==> src/rtl/buf_scheduler.sv <==
// ============================================================================
// buf_scheduler : four 6-deep queues drained one entry per tick
// Rev 1.0
// ============================================================================
`default_nettype none

module buf_scheduler #(
  parameter int STARVE_LIMIT = 3
) (
  input  logic       clk,
  input  logic       rst,
  input  logic       tick,
  input  logic       mode,
  input  logic       wr_en,
  input  logic [1:0] wr_sel,
  input  logic [1:0] wr_data,
  output logic [1:0] disp,
  output logic       disp_valid,
  output logic [1:0] disp_src,
  output logic [2:0] L1,
  output logic [2:0] L2,
  output logic [2:0] L3,
  output logic [2:0] L4,
  output logic       drop
);

  localparam int          c_nq    = 4;
  localparam int          c_depth = 6;
  localparam logic [2:0]  c_full  = 3'd6;
  localparam logic [2:0]  c_limit = 3'(STARVE_LIMIT);

  // Entry 0 of each queue is always the head; pops shift toward it.
  logic [1:0] r_mem    [c_nq][c_depth];
  logic       r_vld    [c_nq][c_depth];
  logic [2:0] r_occ    [c_nq];
  logic [2:0] r_starve [c_nq];

  logic [1:0] w_mem    [c_nq][c_depth];
  logic       w_vld    [c_nq][c_depth];
  logic [2:0] w_occ    [c_nq];
  logic [2:0] w_starve [c_nq];
  logic       w_pop    [c_nq];
  logic       w_push   [c_nq];
  logic [2:0] w_pos    [c_nq];

  logic       w_any;
  logic [1:0] w_sel;
  logic       w_starve_hit;
  logic [1:0] w_starve_idx;
  logic [1:0] w_hi_idx;
  logic [1:0] w_big_idx;
  logic [2:0] w_big_occ;
  logic       w_drop;

  always_comb begin
    w_any        = 1'b0;
    w_starve_hit = 1'b0;
    w_starve_idx = 2'd0;
    w_hi_idx     = 2'd0;
    w_big_idx    = 2'd0;
    w_big_occ    = 3'd0;
    for (int i = c_nq - 1; i >= 0; i--) begin
      if (r_occ[i] != 3'd0 && r_starve[i] >= c_limit) begin
        w_starve_hit = 1'b1;
        w_starve_idx = 2'(i);
      end
    end
    for (int i = 0; i < c_nq; i++) begin
      if (r_occ[i] != 3'd0) begin
        w_any    = 1'b1;
        w_hi_idx = 2'(i);
      end
      // Strict compare keeps the lowest index on ties.
      if (r_occ[i] > w_big_occ) begin
        w_big_occ = r_occ[i];
        w_big_idx = 2'(i);
      end
    end
    if (w_starve_hit) begin
      w_sel = w_starve_idx;
    end else if (mode) begin
      w_sel = w_hi_idx;
    end else begin
      w_sel = w_big_idx;
    end
  end

  always_comb begin
    for (int q = 0; q < c_nq; q++) begin
      w_mem[q]    = r_mem[q];
      w_vld[q]    = r_vld[q];
      w_starve[q] = r_starve[q];
      w_pop[q]    = tick && w_any && (w_sel == 2'(q));
      w_push[q]   = wr_en && (wr_sel == 2'(q)) && ((r_occ[q] != c_full) || w_pop[q]);
      w_pos[q]    = w_pop[q] ? (r_occ[q] - 3'd1) : r_occ[q];
      if (w_pop[q]) begin
        for (int j = 0; j < c_depth - 1; j++) begin
          w_mem[q][j] = r_mem[q][j+1];
          w_vld[q][j] = r_vld[q][j+1];
        end
        w_mem[q][c_depth-1] = 2'd0;
        w_vld[q][c_depth-1] = 1'b0;
      end
      if (w_push[q]) begin
        w_mem[q][w_pos[q]] = wr_data;
        w_vld[q][w_pos[q]] = 1'b1;
      end
      w_occ[q] = r_occ[q] + {2'b00, w_push[q]} - {2'b00, w_pop[q]};
      if (tick && w_any) begin
        if (w_pop[q] || r_occ[q] == 3'd0) begin
          w_starve[q] = 3'd0;
        end else if (r_starve[q] != 3'd7) begin
          w_starve[q] = r_starve[q] + 3'd1;
        end
      end
    end
    w_drop = wr_en && (r_occ[wr_sel] == c_full) && !w_pop[wr_sel];
  end

  always_ff @(posedge clk) begin
    if (rst) begin
      for (int q = 0; q < c_nq; q++) begin
        for (int j = 0; j < c_depth; j++) begin
          r_mem[q][j] <= 2'd0;
          r_vld[q][j] <= 1'b0;
        end
        r_occ[q]    <= 3'd0;
        r_starve[q] <= 3'd0;
      end
      disp       <= 2'd0;
      disp_src   <= 2'd0;
      disp_valid <= 1'b0;
      drop       <= 1'b0;
    end else begin
      for (int q = 0; q < c_nq; q++) begin
        for (int j = 0; j < c_depth; j++) begin
          r_mem[q][j] <= w_mem[q][j];
          r_vld[q][j] <= w_vld[q][j];
        end
        r_occ[q]    <= w_occ[q];
        r_starve[q] <= w_starve[q];
      end
      drop       <= w_drop;
      disp_valid <= tick && w_any;
      if (tick && w_any) begin
        disp     <= r_mem[w_sel][0];
        disp_src <= w_sel;
      end
    end
  end

  assign L1 = r_occ[0];
  assign L2 = r_occ[1];
  assign L3 = r_occ[2];
  assign L4 = r_occ[3];

endmodule

`default_nettype wire

==> config.mk <==
export PLATFORM = sky130hd
export DESIGN_NAME = buf_scheduler
export DESIGN_NICKNAME = d
export VERILOG_FILES = /design/src/rtl/buf_scheduler.sv
export SDC_FILE = /design/constraint.sdc
export NUM_CORES = 1
export LEC_CHECK = 0
export CAP_MARGIN = 20
export CORE_MARGIN = 1
export CORE_UTILIZATION = 55
export DETAILED_ROUTE_END_ITERATION = 7
export PLACE_DENSITY = 0.77
export SKIP_CTS_REPAIR_TIMING = 1
export SYNTH_ARGS = -nofsm -noshare
export SYNTH_HDL_FRONTEND = slang
export SYNTH_SLANG_ARGS = --single-unit
==> constraint.sdc <==
create_clock -name clk -period 5.7 [get_ports clk]
set_input_delay 0.855 -clock clk [delete_from_list [all_inputs] [get_ports clk]]
set_output_delay 0.855 -clock clk [all_outputs]
set_load 0.01 [all_outputs]
Word-level counts from Yosys, hierarchy flattened
Memory sizes are Yosys's and may differ from the RTL's. A register that Yosys moved wholly into a read port is not among the register bits.
Index checks and enable logic that the tools add are counted.

word-level totals
  bits in registers = 4
  memory bits (writable) = 72
  input port bits = 9
  output and inout port bits = 18
  logic and storage cells = 230
  memories = 3

operators by class
  add/subtract/negate cells = 16
  order comparisons = 17
  equality and inequality tests = 15
  muxes and demuxes = 97
  bitwise gates (word level) = 37
  reduce and logical (&&, ||, !) cells = 42

memories
  memory    words  width  read ports  clocked after memory_dff  write ports  RTL line  RTL
  r_mem     4      12     5           1                         4            33        logic [1:0] r_mem [c_nq][c_depth];
  r_occ     4      3      5           0                         4            35        logic [2:0] r_occ [c_nq];
  r_starve  4      3      4           0                         4            36        logic [2:0] r_starve [c_nq];

operators by type and width
  kind                                                                number
  two-way mux 12 bit                                                  8
  two-way mux 3 bit                                                   27
  two-way mux 2 bit                                                   38
  bitwise mux 12 bit                                                  4
  bitwise OR 1 bit                                                    32
  demux 2 bit (select 3 bit)                                          4
  inequality test 3 bit (second input constant)                       8
  logical AND 1 bit                                                   23
  greater-or-equal comparator 4 bit (second input constant)           4
  < comparator 4 x 1 -> 1 bit (second input constant)                 4
  inverter 3 -> 4 bit                                                 4
  two-way mux 1 bit                                                   15
  adder 3 x 1 -> 3 bit                                                4
  adder 3 x 1 -> 3 bit (second input constant)                        4
  greater-or-equal comparator 3 x 2 -> 1 bit (second input constant)  4
  zero test 3 bit                                                     4
  nonzero test 3 bit                                                  4
  subtractor 3 x 1 -> 3 bit                                           4
  subtractor 3 x 1 -> 3 bit (second input constant)                   4
  greater-than comparator 3 bit                                       3
  equality test 2 bit (second input constant)                         4
  logical OR 1 bit                                                    8
  equality test 2 x 1 -> 1 bit (second input constant)                2
  zero test 2 bit                                                     2
  other kinds (6)                                                     6

Longest topological paths before layout
An unclocked memory read counts as a cell.

  word-level depth = 22
  gate-level depth with buffers = 32
  gate-level depth less buffers = 30

Least setup slack after synthesis
Ideal clock, no wire load.

  kind = reg-to-reg
  from = memory r_occ[0][1]
  to = memory r_occ[3][2]
  setup time = 0.128 ns
  data arrival time = 5.527 ns
  slack = 0.045 ns
  cell stages (with the launch flop) = 32
  path buffers = 2
  period minus slack after synthesis = 5.655 ns
  cells stage by stage = dfxtp_1 > inv_1 > ha_1 > and2b_1 > nor2_1 > ha_1 > and3_1 > a21oi_1 > mux2_2 > ha_1 > and3b_1 > nor2_1 > a31oi_1 > nor2_1 > a21oi_1 > ha_1 > nand3_1 > o21ai_0 > o21ai_1 > a21oi_1 > or4_1 > buf_2 > inv_2 > buf_6 > ha_1 > inv_1 > ha_1 > inv_1 > fa_1 > xor2_1 > xnor2_1 > nor2_1

RTL lines
  item         RTL line
  from (decl)  35

==> flow_summary.toml <==
[run_status]
status = "finished, final reports clean"

[clocking]
htreeDepth = 3
cts.sinks = 78
tritoncts = "built"
clk_root_buffer_cell = "clkbuf_8"
clk_pin_slew_ns = 0.09
cts_buffers = 9
cts_buffer_depth = 2
clk_latency_ns = 0.36

[setup_path]
startpoint_type = "register"
criticalPathCategory = "reg -> reg"
cpMaxStageDelayCell = "or4_4"
required_ns = 5.94
endpoint_kind = "register"
crit_family = "adder cells"
path_buf_inv = 5
cp.arrival_ns = 5.85
timing.critical_path.mode_cell = "ha_1"
slowest_delay_ns = 0.45
worst-path-max-fanout = 5

[final_layout]
fin_nets = 671
areaGrowthSynthToFinish_pct = 13.3
design_area_sq_mm = 0.00583
finish.utilization_pct = 65.6
n_antenna_cell = 0
final_cells = 730
drive_gt1_share_pct = 14.6

[global_route]
grt_pass1_wl_mm = 20.0
grt_usage_pct = 25.8
grt_start_max_net_pins = 55
grt_antenna_before_repair = 0
grt_pass1_vias = 4217
globalRouteOverflowTotal = 0

[synth]
async_flop_share_pct = 0
ys.flop_type = "dfxtp_1"
yosysMostFrequentCell = "dfxtp_1"
synth_edf_count = 0
synth_warnings = 0
synth.area.top_cells = "dfxtp_1, mux2i_1, ha_1"
ys_top_cells_by_count = "dfxtp_1, nand2_1, mux2i_1, nor2_1, ha_1"
syn_area_sq_mm = 0.00515
synth_top_area_share_pct = 30.3
seq_area_frac_synth_pct = 30.3
syn-num-nets = 643
synthCells = 589
syn_area_per_cell_sq_um = 8.74
synth_top_cell_by_area = "dfxtp_1"
ys_ff_latch = 78
yosysUniqueCellTypes = 73

[routing]
vias = 4464
ant_nets = 0
wl_mm = 12.4
dr.pass1.iters = 6
wl_per_cell_um = 17.0
first_iter_violations = 258
drc = 0
avgViaCountPerCell = 6.12

[floorplanning]
num_rows = 34
die_h_um = 98.8
die_area_sq_mm = 0.00975
coreArea_sq_mm = 0.00889
die_w_um = 98.8
start_util_pct = 57.9
pin_count = 27

[placement]
dp.cells = 710
port_buffers = 26
dp_hpwl_mm = 8.85
gp_congestion = 0.904
placed_area_sq_mm = 0.00555
pre_cts_ws_ns = 0.0153

[sta]
final-setup-viol-count = 0
drv_slew = 0
finalClockSkew_ns = 0.00769
fmax_ghz = 0.178
fin_crit_sh_pct = 98.5
worst_slew_pin_slew_ns = 0.771
setup_tns_ns = 0
hold_viol_final = 0
max_slew_margin_pct = 48.6
finalCriticalPeriod_ns = 5.61
worst_slack_ns = 0.0874

[power_and_ir_drop]
cellLeakagePower_uw = 0.00248
ir_drop_mv = 0.352
p_per_area_mw_per_mm2 = 655

[hold_path]
min_path_type = "reg -> reg"

[run]
maxCapViolCount = 0
## power by group
group	switching [uW]	total (uW)	internal [uW]
clock network	218	422	204
registers	95.7	735	640
logic	1570	2660	1090
## layer usage
layer	GRT usage, %	up-vias	share of wire (%)
met5	0	-	0
met4	9.64	0	1.9
met3	4.82	25	5.1
met2	41.8	142	48
met1	34.1	2135	45
li1	-	2162	-
## cell usage in the layout (no fill, tap or decap), types with 6 or more instances in the layout
cell type and instances:
dfxtp_1 77, nand2_1 60, mux2i_1 59, nor2_1 51, ha_1 41, clkdlybuf4s50_1 25, inv_1 23, buf_4 22
a21o_1 18, a21oi_1 14, nand3b_1 13, nand3_1 11, o21ai_1 11, a22oi_1 9, clkbuf_8 9, nor2b_1 8
nor3_1 8, inv_2 7, nand2b_1 7, nor4_1 7, xnor2_1 7, a211oi_1 6, or2_2 6, a221oi_1 6
## worst reg2reg max path, delay by kind of cell, from the launching register on
kind	cells	cell delay [ns]
fa+ha+maj	7	1.79
simple gates	9	1.54
compound gates	7	1.08
buf+inv	5	0.44
flops	1	0.35
xor+xnor	2	0.30
## path summary, 6_finish.rpt
| kind | cells after the start | from | end | slack [ns] |
|---|---|---|---|---|
| max reg2reg | 30 | r_occ[0][0]$_SDFF_PP0_ | r_occ[3][2]$_SDFF_PP0_ | 0.09 |
| min | 2 | disp_src[0]$_SDFFE_PP0P_ | disp_src[0]$_SDFFE_PP0P_ | 0.46 |
| min reg2reg | 2 | disp_src[0]$_SDFFE_PP0P_ | disp_src[0]$_SDFFE_PP0P_ | 0.46 |
| max | 30 | r_occ[0][0]$_SDFF_PP0_ | r_occ[3][2]$_SDFF_PP0_ | 0.09 |
## layout make-up
cell class                      instances  area [sq um]
Fill cell                             733          3060
Multi-Input combinational cell        448          3390
Clock inverter                          7          73.8
Inverter                               31           118
Tap cell                              108           135
Timing Repair Buffer                   49           432
Clock buffer                            9           124
Sequential cell                        78          1560
## sequential cells by signal, summed over array words and instances (netlist names)
| name | flops |
|---|---|
| r_starve | 12 |
| disp_src | 2 |
| drop | 1 |
| r_mem | 48 |
| disp | 2 |
| r_occ | 12 |
| disp_valid | 1 |
## cell families after synthesis
group / synth area share [%]
mux: 13.7
compound gates: 16.3
buf+inv: 5.05
simple gates: 21.4
xor+xnor: 1.70
fa+ha+maj: 11.5
flops: 30.3
## metrics by stage
step / power (uW) / hold slack (ns)
after floorplan: 2460 / 0.459
after global placement: 3050 / 0.447
after detailed placement: 3140 / 0.451
after CTS: 3570 / 0.463
after global routing: 4080 / 0.483
final: 3820 / 0.456
(Power assumes the default switching activity.)
